===== src/rtl/multicycle_alu.sv =====
`default_nettype none
// ============================================================================
// Module      : multicycle_alu
// Description : Handshaked ALU. Single-cycle logic/arithmetic/shift ops and
//               an iterative shift-add unsigned multiplier (WIDTH cycles)
//               producing a double-width product on result_hi/result.
// Revision    : 1.0 - initial release
// ============================================================================
module multicycle_alu #(
   parameter int WIDTH = 16,
   parameter int SHW   = $clog2(WIDTH)
) (
   input  logic             clk,
   input  logic             rst,
   input  logic [3:0]       aluSignals,
   input  logic [WIDTH-1:0] firstOperand,
   input  logic [WIDTH-1:0] secondOperand,
   input  logic             in_valid,
   output logic             in_ready,
   output logic             out_valid,
   output logic [WIDTH-1:0] result,
   output logic [WIDTH-1:0] result_hi,
   output logic             zeroFlag,
   output logic             carryFlag,
   output logic             overFlowFlag,
   output logic             negativeFlag,
   output logic             illegal
);

   // Opcode encoding
   localparam logic [3:0] OP_NOP = 4'd0;
   localparam logic [3:0] OP_NOT = 4'd1;
   localparam logic [3:0] OP_INC = 4'd2;
   localparam logic [3:0] OP_DEC = 4'd3;
   localparam logic [3:0] OP_MOV = 4'd4;
   localparam logic [3:0] OP_ADD = 4'd5;
   localparam logic [3:0] OP_SUB = 4'd6;
   localparam logic [3:0] OP_AND = 4'd7;
   localparam logic [3:0] OP_OR  = 4'd8;
   localparam logic [3:0] OP_SHL = 4'd9;
   localparam logic [3:0] OP_SHR = 4'd10;
   localparam logic [3:0] OP_MUL = 4'd11;

   localparam int             MSB       = WIDTH - 1;
   localparam logic [WIDTH:0] ONE_W     = 1;
   localparam int             LAST_ITER = WIDTH - 1;
   localparam logic [SHW-1:0] LAST_CNT  = LAST_ITER[SHW-1:0];

   typedef enum logic [0:0] {
      S_IDLE     = 1'b0,
      S_MUL_BUSY = 1'b1
   } state_t;

   state_t state_q, state_d;

   // Output registers
   logic [WIDTH-1:0] result_q, result_hi_q;
   logic             zero_q, carry_q, ovf_q, neg_q;
   logic             out_valid_q, illegal_q;

   // Multiplier registers: prod_q holds {partial sum, remaining multiplier}
   logic [WIDTH-1:0]   mcand_q;
   logic [2*WIDTH-1:0] prod_q;
   logic [SHW-1:0]     cnt_q;

   // Single-cycle datapath
   logic [WIDTH-1:0] alu_res_d;
   logic             alu_c_d, alu_v_d, alu_upd_d, alu_ill_d;

   logic             accept;
   logic [SHW-1:0]   shamt;
   logic [WIDTH:0]   add_w, sub_w, inc_w, dec_w, shl_w, shr_w;

   // Multiplier step
   logic [WIDTH:0]     mul_sum;
   logic [2*WIDTH-1:0] mul_next;
   logic               mul_last;

   assign in_ready = (state_q == S_IDLE);
   assign accept   = in_valid & in_ready;
   assign shamt    = secondOperand[SHW-1:0];

   assign add_w = {1'b0, firstOperand} + {1'b0, secondOperand};
   assign sub_w = {1'b0, firstOperand} - {1'b0, secondOperand};
   assign inc_w = {1'b0, firstOperand} + ONE_W;
   assign dec_w = {1'b0, firstOperand} - ONE_W;
   // Extra bit on the side the data leaves captures the last bit shifted out;
   // a zero shift leaves that bit at 0, giving carry 0 for free.
   assign shl_w = {1'b0, firstOperand} << shamt;
   assign shr_w = {firstOperand, 1'b0} >> shamt;

   assign mul_sum  = {1'b0, prod_q[2*WIDTH-1:WIDTH]} +
                     (prod_q[0] ? {1'b0, mcand_q} : {(WIDTH+1){1'b0}});
   assign mul_next = {mul_sum, prod_q[WIDTH-1:1]};
   assign mul_last = (cnt_q == LAST_CNT);

   // Single-cycle result and flag computation for the presented opcode
   always_comb begin
      alu_res_d = '0;
      alu_c_d   = 1'b0;
      alu_v_d   = 1'b0;
      alu_upd_d = 1'b1;
      alu_ill_d = 1'b0;
      case (aluSignals)
         OP_NOT: alu_res_d = ~firstOperand;
         OP_INC: begin
            alu_res_d = inc_w[WIDTH-1:0];
            alu_c_d   = inc_w[WIDTH];
            alu_v_d   = ~firstOperand[MSB] & inc_w[MSB];
         end
         OP_DEC: begin
            alu_res_d = dec_w[WIDTH-1:0];
            alu_c_d   = dec_w[WIDTH];
            alu_v_d   = firstOperand[MSB] & ~dec_w[MSB];
         end
         OP_MOV: alu_res_d = firstOperand;
         OP_ADD: begin
            alu_res_d = add_w[WIDTH-1:0];
            alu_c_d   = add_w[WIDTH];
            alu_v_d   = (firstOperand[MSB] == secondOperand[MSB]) &
                        (add_w[MSB] != firstOperand[MSB]);
         end
         OP_SUB: begin
            alu_res_d = sub_w[WIDTH-1:0];
            alu_c_d   = sub_w[WIDTH];
            alu_v_d   = (firstOperand[MSB] != secondOperand[MSB]) &
                        (sub_w[MSB] != firstOperand[MSB]);
         end
         OP_AND: alu_res_d = firstOperand & secondOperand;
         OP_OR:  alu_res_d = firstOperand | secondOperand;
         OP_SHL: begin
            alu_res_d = shl_w[WIDTH-1:0];
            alu_c_d   = shl_w[WIDTH];
         end
         OP_SHR: begin
            alu_res_d = shr_w[WIDTH:1];
            alu_c_d   = shr_w[0];
         end
         OP_NOP: alu_upd_d = 1'b0;
         OP_MUL: alu_upd_d = 1'b0;
         default: begin
            alu_upd_d = 1'b0;
            alu_ill_d = 1'b1;
         end
      endcase
   end

   // State register
   always_ff @(posedge clk) begin
      if (rst) begin
         state_q <= S_IDLE;
      end else begin
         state_q <= state_d;
      end
   end

   // Next-state logic: enter MUL_BUSY on an accepted MUL, leave after last step
   always_comb begin
      state_d = state_q;
      case (state_q)
         S_IDLE:     if (accept && (aluSignals == OP_MUL)) state_d = S_MUL_BUSY;
         S_MUL_BUSY: if (mul_last) state_d = S_IDLE;
         default:    state_d = S_IDLE;
      endcase
   end

   // Datapath registers: output capture and multiplier iteration
   always_ff @(posedge clk) begin
      if (rst) begin
         result_q    <= '0;
         result_hi_q <= '0;
         zero_q      <= 1'b0;
         carry_q     <= 1'b0;
         ovf_q       <= 1'b0;
         neg_q       <= 1'b0;
         out_valid_q <= 1'b0;
         illegal_q   <= 1'b0;
         mcand_q     <= '0;
         prod_q      <= '0;
         cnt_q       <= '0;
      end else begin
         out_valid_q <= 1'b0;
         illegal_q   <= 1'b0;
         if (state_q == S_IDLE) begin
            if (accept) begin
               if (aluSignals == OP_MUL) begin
                  // Operands are latched here so later input changes are ignored
                  mcand_q <= firstOperand;
                  prod_q  <= {{WIDTH{1'b0}}, secondOperand};
                  cnt_q   <= '0;
               end else begin
                  out_valid_q <= 1'b1;
                  illegal_q   <= alu_ill_d;
                  if (alu_upd_d) begin
                     result_q    <= alu_res_d;
                     result_hi_q <= '0;
                     zero_q      <= (alu_res_d == '0);
                     neg_q       <= alu_res_d[MSB];
                     carry_q     <= alu_c_d;
                     ovf_q       <= alu_v_d;
                  end
               end
            end
         end else begin
            prod_q <= mul_next;
            cnt_q  <= cnt_q + 1'b1;
            if (mul_last) begin
               out_valid_q <= 1'b1;
               result_q    <= mul_next[WIDTH-1:0];
               result_hi_q <= mul_next[2*WIDTH-1:WIDTH];
               zero_q      <= (mul_next[WIDTH-1:0] == '0);
               neg_q       <= mul_next[MSB];
               carry_q     <= (mul_next[2*WIDTH-1:WIDTH] != '0);
               ovf_q       <= (mul_next[2*WIDTH-1:WIDTH] != '0);
            end
         end
      end
   end

   assign out_valid    = out_valid_q;
   assign illegal      = illegal_q;
   assign result       = result_q;
   assign result_hi    = result_hi_q;
   assign zeroFlag     = zero_q;
   assign carryFlag    = carry_q;
   assign overFlowFlag = ovf_q;
   assign negativeFlag = neg_q;

endmodule
`default_nettype wire

===== config.mk =====
export PLATFORM = sky130hd
export DESIGN_NAME = multicycle_alu
export DESIGN_NICKNAME = d
export VERILOG_FILES = /design/src/rtl/multicycle_alu.sv
export SDC_FILE = /design/constraint.sdc
export NUM_CORES = 1
export LEC_CHECK = 0
export CAP_MARGIN = 15
export CORE_ASPECT_RATIO = 0.9
export CORE_UTILIZATION = 54
export CTS_CLUSTER_SIZE = 40
export DETAILED_ROUTE_END_ITERATION = 10
export PLACE_DENSITY = 0.78
export SETUP_SLACK_MARGIN = 0.15
export SYNTH_ARGS = -nofsm -noshare
export SYNTH_HDL_FRONTEND = slang
export SYNTH_SLANG_ARGS = --single-unit

===== constraint.sdc =====
create_clock -name clk -period 4.1 [get_ports clk]
set_input_delay 0.41 -clock clk [delete_from_list [all_inputs] [get_ports clk]]
set_output_delay 0.41 -clock clk [all_outputs]
set_load 0.1 [all_outputs]

Word level (Yosys, flattened, before mapping):

Cells that the tools add are included.

* input port bits: 39
* register bits after elaboration: 91
* output and inout bits: 39
* logic and storage cells: 112

* $add $sub $neg: 6
* mux-type cells: 48
* shift-type cells: 2
* eq/ne operators: 18
* bitwise gates (word level): 12
* reductions and logical operators: 14

Operators with widths (count)
* 16-bit 2-to-1 mux: 11
* 16-bit one-hot mux with 10 select lines: 1
* 32-bit 2-to-1 mux: 3
* 16-bit by 16-bit adder with 17-bit output: 2
* 16-bit zero test: 2
* 1-bit 2-to-1 mux: 27
* 4-bit equality test, second input constant: 5
* 16-bit by 1-bit adder with 17-bit output, second input constant: 1
* 16-bit by 4-bit << shifter with 17-bit output: 1
* 17-bit by 4-bit >> shifter with 17-bit output: 1
* 16-bit by 1-bit subtractor with 17-bit output, second input constant: 1
* 16-bit by 16-bit subtractor with 17-bit output: 1
* 16-bit bitwise AND: 1
* 4-bit by 3-bit equality test with 1-bit output, second input constant: 4
* 16-bit NOT: 1
* 16-bit bitwise OR: 1
* 16-bit nonzero test: 1
* 4-bit 2-to-1 mux: 3
* 11-bit OR reduction: 1
* 10-bit OR reduction: 1
* 4-bit by 2-bit equality test with 1-bit output, second input constant: 2
* 1-bit one-hot mux with 6 select lines: 1
* 2-bit nonzero test: 3
* 1-bit bitwise AND: 5
* 15 further kinds: 20

Longest topological paths before layout:

* word-level depth: 8
* mapped depth: 14
* depth with buffers taken out: 13

Worst setup path after synthesis:

No wires, ideal clock.

* path kind: flip-flop to flip-flop
* from: register prod_q[0]
* to: register carry_q, in the netlist carryFlag
* data required time: 3.966 ns
* setup slack: 0.119 ns
* data arrival time: 3.847 ns
* setup time: 0.134 ns
* cell stages (with the launch flop): 15
* cell sequence: dfxtp_1 clkbuf_1 and2_1 ha_1 inv_1 fa_1 nand2b_1 a21oi_1 xor2_1 or4b_1 or4_1 or4_1 or4_1 a211oi_2 a211oi_1

* word-level cells in the longest chain between the ends: 5

RTL lines
* from (decl): line 63 `logic [2*WIDTH-1:0] prod_q;`
* from (signal assigned): line 189 `prod_q <= {{WIDTH{1'b0}}, secondOperand};`
* from (signal assigned): line 205 `prod_q <= mul_next;`
* 16-bit 2-to-1 mux: line 93 `(prod_q[0] ? {1'b0, mcand_q} : {(WIDTH+1){1'b0}});`
* 16-bit by 16-bit adder with 17-bit output: line 92 `assign mul_sum = {1'b0, prod_q[2*WIDTH-1:WIDTH]} +`
* 16-bit nonzero test: line 213 `carry_q <= (mul_next[2*WIDTH-1:WIDTH] != '0);`
* 1-bit 2-to-1 mux: line 207 `if (mul_last) begin`
* 1-bit 2-to-1 mux: line 184 `if (state_q == S_IDLE) begin`
* to (signal assigned): line 199 `carry_q <= alu_c_d;`
* to (signal assigned): line 213
* to (decl): line 58 `logic zero_q, carry_q, ovf_q, neg_q;`

Every way passes these cells. The select of a mux whose other input is x is not followed.
A chain may end at the register's enable or synchronous reset.

Final worst setup path:

Ends and elaborated chain as after synthesis.

==> impl_metrics.env <==
export IMPL_worstMarginPinSlew_ns=1.15
export IMPL_path_max_fanout=3
export IMPL_ys_ff_latch=90
export IMPL_fp_row_count=44
export IMPL_hold_buffers=0
export IMPL_p_comb_frac=0.361
export IMPL_path_class="register to register"
export IMPL_pre_cts_ws_ns=0.112
export IMPL_syn_cell_area_sq_um=9200
export IMPL_synth_seq_area_share=0.196
export IMPL_synth_nets=1346
export IMPL_antenna_found_initial=0
export IMPL_worstHoldPathType="register to register"
export IMPL_clk_root_buffer_cell="clkbuf_16"
export IMPL_wl_met3_microns=5000
export IMPL_clock_sinks=90
export IMPL_drive_above_1_share=0.139
export IMPL_io_buffers=77
export IMPL_synth_distinct_cells=76
export IMPL_netlist_instances=1231
export IMPL_crit_slowest_cell="or4b_1"
export IMPL_drtIter0Drc=1326
export IMPL_status="complete, no violations"
export IMPL_hold_violations=0
export IMPL_synth_top_family_by_area="compound AO/OA/AOI/OAI gates"
export IMPL_synthXorXnorAreaFrac=0.0390
export IMPL_pwr_density_cell_nw_per_um2=256
export IMPL_power_switching_mw=1.03
export IMPL_diodes=0
export IMPL_viasPerCell=6.87
export IMPL_synthAdderAreaFrac=0.106
export IMPL_clockBufferDepth=2
export IMPL_drtPass1Iterations=5
export IMPL_critPathRequiredTime_ns=4.29
export IMPL_grt_start_max_net_pins=50
export IMPL_cts_buffers=9
export IMPL_areaGrowthSynthToFinish_pct=20.8
export IMPL_insertion_delay_ns=0.35
export IMPL_die_y_microns=126
export IMPL_timing_final_crit_share=0.944
export IMPL_htreeDepth=3
export IMPL_critPathArrivalTime_ns=4.06
export IMPL_grt_pass1_vias=9871
export IMPL_nNetsFinal=1450
export IMPL_cp_cell_sequence="and2_1, ha_2, inv_1, fa_2, nand2b_4, a21oi_4, xor2_2, or4b_1, or4_1, or4_1, or4_4, a211oi_4, a211oi_2"
export IMPL_rsz0062_at_grt="false"
export IMPL_met1_length_microns=15400
export IMPL_initial_core_util=0.561
export IMPL_p_leak_nw=4.44
export IMPL_dp_hpwl_microns=28600
export IMPL_swShare=0.361
export IMPL_intPower_mw=1.82
export IMPL_clockPowerShare=0.317
export IMPL_highest_layer="met4"
export IMPL_synth_edf_count=0
export IMPL_end_kind="register"
export IMPL_path_common_cell="or4_1"
export IMPL_grt_usage=0.423
export IMPL_finalSetupViolations=0
export IMPL_drc_errors=0
export IMPL_fill_cells=1422
export IMPL_slowest_delay_ns=0.49
export IMPL_wl_per_cell_microns=24.1
export IMPL_synth_compound_area_share=0.272
export IMPL_synth_area_mux_share=0.0959
export IMPL_fin_crit_ns=3.87
export IMPL_wl_met2_microns=15600
export IMPL_ios=78
export IMPL_grt_pass1_wl_microns=57200
export IMPL_yosys_area_share_simple=0.231
export IMPL_dieArea_sq_um=17600
export IMPL_die_width_microns=140
export IMPL_via_count=10600
export IMPL_route_antenna_remaining_nets=0
export IMPL_fmax_ghz=0.259
export IMPL_core_sq_um=16400
export IMPL_fin_ws_ns=0.232
export IMPL_drv_cap=0
export IMPL_critPathLaunchType="register"
export IMPL_avgSynthCellArea_sq_um=7.47
export IMPL_ir_drop_mv=0.257
export IMPL_maxSlewViolCount=0
export IMPL_async_flop_share=0
export IMPL_wl_microns=37300
export IMPL_grt_overflow=0
export IMPL_slew_headroom=0.220
export IMPL_finClkSkew_ns=0.00648
export IMPL_p_seq_frac=0.322
export IMPL_synth_ff_type="dfxtp_1"
export IMPL_clk_pin_slew_ns=0.06
export IMPL_finalSetupTns_ns=0
export IMPL_gp_congestion=1.06
export IMPL_yosys_warnings=0
export IMPL_fin_util=0.678
export IMPL_cts_tree="yes"
per-stage QoR:
step                instances  total power [mW]  cell area, sq um  hold WS (ns)
finish                   1547              2.85             11100         0.449
global route             1547              2.95             11100         0.468
CTS                      1546              2.81             11100         0.451
detailed placement       1530              1.92             10700         0.444
global placement         1530              1.92             10700         0.439
floorplan                1231              1.55              9200         0.432
area by class of cell:
class,instances,area (sq um),area share
flip-flops and latches,90,1800,0.162
inverters,55,206,0.0186
clock inverters,6,88.8,0.00799
repair buffers,184,1600,0.144
clock buffers,10,239,0.0215
multi-input cells,995,6920,0.622
well taps,207,259,0.0233
worst max-delay path: cells and delay by family, from the launching register on:
family          cells  cell delay (ns)
compound gates      3             0.56
xor+xnor            1             0.09
fa+ha+maj           2             0.52
buf+inv             1             0.05
flops               1             0.34
simple gates        6             2.15
Yosys cell counts, types with 12 or more instances:
cell type	number	area [sq um]
and2_1	18	113
nand2_1	127	477
o211ai_1	14	105
o21ai_0	42	210
nand2b_1	23	144
mux4_2	14	315
clkbuf_1	79	297
inv_1	51	191
a221oi_1	12	105
a311oi_1	12	105
nor4_1	14	87.6
a21oi_1	97	485
dfxtp_1	90	1800
nor2b_1	13	81.3
o221ai_1	12	105
xnor2_1	30	263
nand3_1	24	120
ha_1	73	913
mux2i_1	42	420
a211oi_1	28	210
mux2_2	13	146
a22oi_1	35	263
nor3_1	34	170
nor2_1	140	526
worst paths after layout:
kind / startpoint / end / slack, ns / cells after the start
setup / recovery: prod_q[0]$_SDFFE_PP0P_ / carryFlag$_SDFFE_PP0P_ / 0.23 / 13
hold / removal: result[10]$_SDFFE_PP0P_ / result[10]$_SDFFE_PP0P_ / 0.45 / 2
setup reg to reg: prod_q[0]$_SDFFE_PP0P_ / carryFlag$_SDFFE_PP0P_ / 0.23 / 13
hold reg to reg: result[10]$_SDFFE_PP0P_ / result[10]$_SDFFE_PP0P_ / 0.45 / 2
power groups by stage:
stage	clock network [mW]	registers [mW]	logic, mW
global placement	0	0.936	0.982
finish	0.902	0.918	1.03
detailed placement	0	0.937	0.986
global route	0.950	0.920	1.08
CTS	0.904	0.917	0.993
floorplan	0	1.03	0.519
layout by cell type, fill, tap and decap left out, types with 14 or more instances in the layout:
master / n
a211oi_1: 25
a21oi_1: 96
a22oi_1: 35
and2_1: 18
buf_4: 104
clkdlybuf4s50_1: 75
dfxtp_1: 89
ha_1: 72
inv_1: 51
mux2i_1: 42
mux4_2: 14
nand2_1: 126
nand2b_1: 22
nand3_1: 24
nor2_1: 138
nor3_1: 34
nor4_1: 14
o211ai_1: 14
o21ai_0: 42
xnor2_1: 30
cells by family after synthesis:
| group | Yosys count |
|---|---|
| xor gates and xnor gates | 41 |
| muxes | 69 |
| AOI/OAI and AO/OA | 360 |
| and+or+nand+nor | 449 |
| DFF | 90 |
| adders and majority gates | 76 |
| buffers and inverters | 146 |
what timing repair did:
item | 4_1_cts | 5_1_grt
endpoints found under the setup margin | 2 | 2
setup buffers | 0 | 1
gates resized for setup | 5 | 9
pin swaps | 1 | 4
per-layer routing:
layer	vias to the layer above	GRT usage
li1	4738	-
met1	4992	0.584
met2	790	0.627
met3	105	0.118
met4	0	0.156
met5	-	0
sequential cells by signal, indices dropped and copies added (netlist names), 4 cells and up:
signal / flops
result: 15
result_hi: 16
prod_q: 32
cnt_q: 4
mcand_q: 16
Note: power is estimated with default switching activity, not from simulation.
